## src/rtl/ping_pong_merger.sv

```systemverilog
`default_nettype none
// ============================================================================
// Module   : ping_pong_merger
// Brief    : Re-interleaves two packetized 512-bit streams into one frame
//            stream, alternating groups of PACKETS_PER_GROUP packets.
//            Optional packet-length checker: PING_PONG_MERGER_PKT_CHECK_EN.
// Revision : 1.0 - initial release
// ============================================================================
module ping_pong_merger (
    input  logic         clk,
    input  logic         resetn,
    input  logic [511:0] AXIS_IN0_TDATA,
    input  logic         AXIS_IN0_TLAST,
    input  logic         AXIS_IN0_TVALID,
    output logic         AXIS_IN0_TREADY,
    input  logic [511:0] AXIS_IN1_TDATA,
    input  logic         AXIS_IN1_TLAST,
    input  logic         AXIS_IN1_TVALID,
    output logic         AXIS_IN1_TREADY,
    output logic [511:0] AXIS_OUT_TDATA,
    output logic         AXIS_OUT_TLAST,
    output logic         AXIS_OUT_TVALID,
    input  logic         AXIS_OUT_TREADY,
    input  logic [31:0]  PACKETS_PER_GROUP,
    input  logic [15:0]  PACKET_SIZE,
    output logic         PKT_ERR
);

    logic         r_input_select;
    logic [31:0]  r_packet_counter;
    logic         r_out_full;
    logic [511:0] r_out_data;
    logic         r_out_last;

    logic         w_accept_ok;
    logic         w_in_fire;
    logic         w_in_last;
    logic [511:0] w_in_data;
    logic         w_out_fire;
    logic [31:0]  w_group_size;
    logic         w_unused_packet_size;

    assign w_accept_ok     = !r_out_full | AXIS_OUT_TREADY;
    assign AXIS_IN0_TREADY = resetn & w_accept_ok & !r_input_select;
    assign AXIS_IN1_TREADY = resetn & w_accept_ok &  r_input_select;

    assign w_in_fire  = r_input_select ? (AXIS_IN1_TVALID & AXIS_IN1_TREADY)
                                       : (AXIS_IN0_TVALID & AXIS_IN0_TREADY);
    assign w_in_last  = r_input_select ? AXIS_IN1_TLAST : AXIS_IN0_TLAST;
    assign w_in_data  = r_input_select ? AXIS_IN1_TDATA : AXIS_IN0_TDATA;
    assign w_out_fire = r_out_full & AXIS_OUT_TREADY;

    // A group size of zero behaves as one packet per group.
    assign w_group_size = (PACKETS_PER_GROUP == 32'd0) ? 32'd1 : PACKETS_PER_GROUP;

    assign AXIS_OUT_TDATA  = r_out_data;
    assign AXIS_OUT_TLAST  = r_out_last;
    assign AXIS_OUT_TVALID = r_out_full;

    always_ff @(posedge clk) begin
        if (!resetn) begin
            r_input_select   <= 1'b0;
            r_packet_counter <= 32'd1;
            r_out_full       <= 1'b0;
            r_out_data       <= '0;
            r_out_last       <= 1'b0;
        end else begin
            // A load in the same cycle as a drain replaces the beat and keeps the stage full.
            if (w_in_fire) begin
                r_out_full <= 1'b1;
                r_out_data <= w_in_data;
                r_out_last <= w_in_last;
            end else if (w_out_fire) begin
                r_out_full <= 1'b0;
            end

            if (w_in_fire && w_in_last) begin
                if (r_packet_counter < w_group_size) begin
                    r_packet_counter <= r_packet_counter + 32'd1;
                end else begin
                    r_packet_counter <= 32'd1;
                    r_input_select   <= !r_input_select;
                end
            end
        end
    end

    assign w_unused_packet_size = ^PACKET_SIZE;

`ifdef PING_PONG_MERGER_PKT_CHECK_EN
    logic [15:0] r_beat_count;
    logic        r_pkt_err;
    logic [15:0] w_beats_per_pkt;

    assign w_beats_per_pkt = {6'd0, PACKET_SIZE[15:6]};

    always_ff @(posedge clk) begin
        if (!resetn) begin
            r_beat_count <= 16'd1;
            r_pkt_err    <= 1'b0;
        end else if (w_in_fire) begin
            if (w_in_last) begin
                if (r_beat_count < w_beats_per_pkt) begin
                    r_pkt_err <= 1'b1;
                end
                r_beat_count <= 16'd1;
            end else begin
                if (r_beat_count == w_beats_per_pkt) begin
                    r_pkt_err <= 1'b1;
                end
                r_beat_count <= r_beat_count + 16'd1;
            end
        end
    end

    assign PKT_ERR = r_pkt_err;
`else
    assign PKT_ERR = 1'b0;
`endif

endmodule
`default_nettype wire

```

## config.mk

```make
export PLATFORM = sky130hd
export DESIGN_NAME = ping_pong_merger
export DESIGN_NICKNAME = d
export VERILOG_FILES = /design/src/rtl/ping_pong_merger.sv
export SDC_FILE = /design/constraint.sdc
export NUM_CORES = 1
export LEC_CHECK = 0
export ABC_AREA = 1
export ABC_CLOCK_PERIOD_IN_PS = 2700
export BUFFER_PORTS_ARGS = -buffer_cell sky130_fd_sc_hd__buf_2
export CORE_AREA = 2 2 614 616
export DETAILED_ROUTE_END_ITERATION = 8
export DIE_AREA = 0 0 616 618
export PLACE_DENSITY = 0.31
export SYNTH_ARGS = -nofsm -noshare
export SYNTH_HDL_FRONTEND = slang
export SYNTH_SLANG_ARGS = --single-unit
```

## constraint.sdc

```tcl
create_clock -name clk -period 2.7 [get_ports clk]
set_input_delay 0.27 -clock clk [delete_from_list [all_inputs] [get_ports clk]]
set_output_delay 0.27 -clock clk [all_outputs]
set_load 0.02 [all_outputs]
```

# --- Word-level counts from Yosys, hierarchy flattened ---
# Cells that the tools add are included.
word_totals:
  inputBits: 1079
  output_inout_bits: 517
  reg_bits: 547
op_classes:
  bitwise_logic: 8
  add_sub_neg: 1
  n_reduce_logical: 6
  magnitude_cmp: 1
  mux: 7
ops:
  columns: ["operator", "n"]
  rows:
  - ["512-bit 2-to-1 mux", 1]
  - ["32-bit 2-to-1 mux", 2]
  - ["32-bit by 1-bit adder with 32-bit output (second input constant)", 1]
  - ["32-bit logical NOT", 1]
  - ["32-bit less-than comparator", 1]
  - ["1-bit bitwise AND", 6]
  - ["1-bit 2-to-1 mux", 4]
  - ["1-bit logical NOT", 2]
  - ["2-bit AND reduction", 1]
  - ["2-bit nonzero test", 1]
  - ["1-bit logical AND", 1]
  - ["1-bit NOT", 1]
  - ["1-bit bitwise OR", 1]

# --- Longest topological paths before layout ---
depth:
  word_depth: 8
  depth_mapped: 20
  depth_no_buf: 19

# --- Least setup slack after synthesis ---
# OpenSTA, ideal clock, no wires.
synth_path:
  kind: "reg-to-reg"
  startpoint: "reg r_packet_counter[25]"
  endpoint: "reg r_packet_counter[10]"
  n_path_buf: 1
  path_stages_with_launch: 12
  required_time_ns: 2.636
  period_less_slack_ns: 2.039
  arrival_time_ns: 1.975
  setup_slack_ns: 0.661
  setup_ns: 0.064
  path_cell_list: "dfxtp_1 -> ha_1 -> a21oi_1 -> nor2_1 -> a211oi_1 -> nor2_1 -> nor4_1 -> nand2_1 -> nand2_1 -> nand2_1 -> buf_2 -> nor2_1"
synth_via:
  elab_chain_len: 2
synth_rtl:
  columns: ["item", "line_no", "rtl"]
  rows:
  - ["from (decl)", "30", "logic [31:0] r_packet_counter;"]
  - ["from (signal assigned)", "79", "r_packet_counter <= r_packet_counter + 32'd1;"]
  - ["32-bit less-than comparator", "78", "if (r_packet_counter < w_group_size) begin"]
  - ["32-bit 2-to-1 mux", "78", null]
# Every way passes these cells.
# A chain may end at the register's enable or synchronous reset.

# --- Worst setup path after layout ---
layout_path:
  startpoint: "reg r_input_select"
  endpoint: "reg r_out_data[402], in the netlist AXIS_OUT_TDATA[402]"
layout_via:
  elab_chain_len: 4
  word_cells_on_any_way: 7
layout_rtl:
  columns: ["item", "line_no", "rtl"]
  rows:
  - ["from (decl)", "29", "logic r_input_select;"]
  - ["from (signal assigned)", "82", "r_input_select <= !r_input_select;"]
  - ["1-bit logical NOT", "44", "assign AXIS_IN0_TREADY = resetn & w_accept_ok & !r_input_select;"]
  - ["1-bit bitwise AND", "44", null]
  - ["1-bit bitwise AND", "48", ": (AXIS_IN0_TVALID & AXIS_IN0_TREADY);"]
  - ["1-bit 2-to-1 mux", "47", "assign w_in_fire = r_input_select ? (AXIS_IN1_TVALID & AXIS_IN1_TREADY)"]
  - ["to (signal assigned)", "71", "r_out_data <= w_in_data;"]
  - ["to (decl)", "32", "logic [511:0] r_out_data;"]
# Parallel ways exist; a longest one is shown, timed or not.

==> reports/metrics.yaml <==
status: "finished, final reports clean"
synth_cells: 3240
cp-start-kind: "flip-flop"
synth.distinct_cells: 35
holdCritPathClass: "in2reg"
clockBufferDepth: 4
drtIter0Drc: 2314
dr.pass1.iters: 6
post-place-ws_ns: 0.0114
cts_sinks: 547
setup_slack_ns: 0.00277
r2r-start: "r_input_select$_SDFFE_PN0P_"
rows: 225
synth_seq_cells: 547
synthArstFlopShare: 0
clkPwrFrac: 0.456
layout_common_cells: "buf_2, nand2_1, dlygate4sd3_1"
path_clk_slew_ns: 0.06
combPwrFrac: 0.225
die_area_um2: 381000
ir_worst_vdd_v: 0.000400
wire_per_inst_um: 28.5
globalplace.congestion: 1.00
ios: 1596
post-route-period-util: 0.999
hold_viol_final: 0
max-cap-violations: 0
grt_first_pass_wirelength_mm: 382
powerDensity_nw_per_um2: 548
dp_hpwl_mm: 259
drive_gt1_frac: 0.316
start_util: 0.0630
fin_skew_ns: 0.0446
internal_power_w: 0.0188
p_seq_frac: 0.319
fin_crit_ns: 2.70
yosysWarnings: 0
netlist_area_um2: 23600
clockRootBuffer: "clkbuf_16"
whs_endpoint: "r_packet_counter[1]$_SDFFE_PN0P_"
rsz0062_at_grt: "true"
area_growth_pct: 117
fin_nets: 6852
switching_share: 0.332
antenna_found_initial: 143
grt_max_degree: 197
cp_max_fo: 189
syn-num-nets: 4351
ys_seq_area_frac: 0.464
relSlewSlack: 0.0634
cts_buffers: 92
p_sw_w: 0.00934
r2r_cells: 5
die_h_um: 618
wirelength_mm: 309
fin_setup_tns_ns: 0
synth-edff-count: 0
grt_pass1_vias: 35639
core_area_um2: 374000
drtAntennaViolNets: 0
power_w: 0.0281
h-tree-depth: 3
slew_viol_final: 0
crit_path_end_kind: "flip-flop"
leakage_nw: 22.6
critPathKind: "reg2reg"
viasPerCell: 3.27
stdcell_count: 10846
dpl.cell_count: 9605
cts_tree: "yes"
via_count: 35421
die_w_um: 616
crit_required_ns: 3.44
fmax_mhz: 371
worst_ep_arrival_time_ns: 3.44
drc: 0
grt-ovfl-total: 0
place.port_buffers: 1578
reg2reg_to: "AXIS_OUT_TDATA[402]$_SDFFE_PN0P_"
hold_path_startpoint: "PACKETS_PER_GROUP[15]"
grt_use_total: 0.154
postSynthAreaPerCell_um2: 7.28
clkLatencyLatePin_ns: 0.82
reg2reg_slack_ns: 0.003
tightest_slew_ns: 1.40
synthFlopType: "dfxtp_1"
finalSetupViolCount: 0
holdPathStages: 8
final_common_cell: "buf_2"
-- cell type report --
cell class	count	area (um2)
multi-input cells	2333	11300
well taps	4994	6250
fillers	43379	323000
clock inverters	40	528
inverters	71	274
diodes	42	105
repair buffers	2696	19300
clock buffers	123	2560
flip-flops and latches	547	11000
-- Yosys cell counts (2+ instances only) --
library cell	count	area, um2
buf_4	2	15.0
nand4_2	2	25.0
nor2_4	4	45.0
a211oi_1	2	15.0
dfxtp_1	547	11000
buf_2	2	10.0
o21ai_0	516	2580
nand3_1	15	75.1
xor2_1	17	149
clkbuf_1	282	1060
a31oi_1	513	3210
o22ai_1	3	18.8
a21oi_1	14	70.1
ha_1	32	400
nor4_1	2	12.5
xnor2_1	3	26.3
inv_2	2	7.51
nand4_1	10	62.6
inv_1	69	259
nor2_2	2	12.5
nand2_1	1105	4150
o21ai_1	2	10.0
buf_6	2	22.5
nor3_2	3	30.0
nor2_1	73	274
nor3_1	7	35.0
-- worst max-delay path, stage by stage (launching register included) --
cell	delay, ns
dfxtp_4	0.39
inv_8	0.08
buf_12	0.43
nand2_1	0.37
a31oi_1	0.27
dlygate4sd3_1	0.56
-- power groups by stage --
stage / sequential, W / clock, W / combinational [W]
detailed placement: 0.00914 / 0 / 0.00494
floorplan: 0.00971 / 0 / 0.000982
global route: 0.00904 / 0.0136 / 0.00675
global placement: 0.00914 / 0 / 0.00494
finish: 0.00898 / 0.0128 / 0.00632
CTS: 0.00898 / 0.0135 / 0.00642
-- cells by family after synthesis --
family | count (synthesis) | share of synthesized area
compound gates | 1053 | 0.251
xor+xnor | 20 | 0.00743
fa+ha+maj | 32 | 0.0170
buf+inv | 360 | 0.0583
flops | 547 | 0.464
other cells | 1 | 0.000159
simple gates | 1227 | 0.201
-- layer usage --
| layer | vias to the layer above | GRT usage | wire, um |
|---|---|---|---|
| met5 | - | 0.000126 | 343 |
| met4 | 52 | 0.0458 | 10100 |
| met3 | 385 | 0.0573 | 28000 |
| met2 | 1513 | 0.261 | 148000 |
| met1 | 17235 | 0.178 | 123000 |
| li1 | 16236 | - | - |
-- sequential cells by signal, summed over array words and instances, names as in the netlist --
register / cells
AXIS_OUT_TVALID: 1
AXIS_OUT_TDATA: 512
AXIS_OUT_TLAST: 1
r_packet_counter: 32
r_input_select: 1
-- metrics by stage --
stage | utilization | hold WS, ns | instance area, um2
floorplan | - | 0.431 | 23600
global placement | 0.100 | 0.470 | 37500
detailed placement | 0.100 | 0.468 | 37500
CTS | 0.136 | 0.0738 | 50900
global route | 0.137 | 0.180 | 51200
finish | 0.137 | 0.197 | 51300
-- worst max path at each step --
stage	slack (ns)	to	from
after detailed placement	0.01	r_input_select$_SDFFE_PN0P_	PACKETS_PER_GROUP[13]
after floorplan	0.66	r_packet_counter[10]$_SDFFE_PN0P_	r_packet_counter[25]$_SDFFE_PN0P_
after CTS	0.01	r_input_select$_SDFFE_PN0P_	r_packet_counter[30]$_SDFFE_PN0P_
after global placement	-0.05	r_input_select$_SDFFE_PN0P_	PACKETS_PER_GROUP[13]
after global routing	-0.003	r_packet_counter[28]$_SDFFE_PN0P_	AXIS_OUT_TVALID$_SDFFE_PN0P_
final	0.003	AXIS_OUT_TDATA[402]$_SDFFE_PN0P_	r_input_select$_SDFFE_PN0P_
-- repair_timing --
action	CTS	global route
setup endpoints to repair	1	103
hold endpoints to repair	514	0
pin swaps	0	1
hold buffers	1027	0
cloned	0	7
buffers inserted	0	3
gates resized for setup	1	17
No activity file was read; power rests on OpenSTA's default activity.
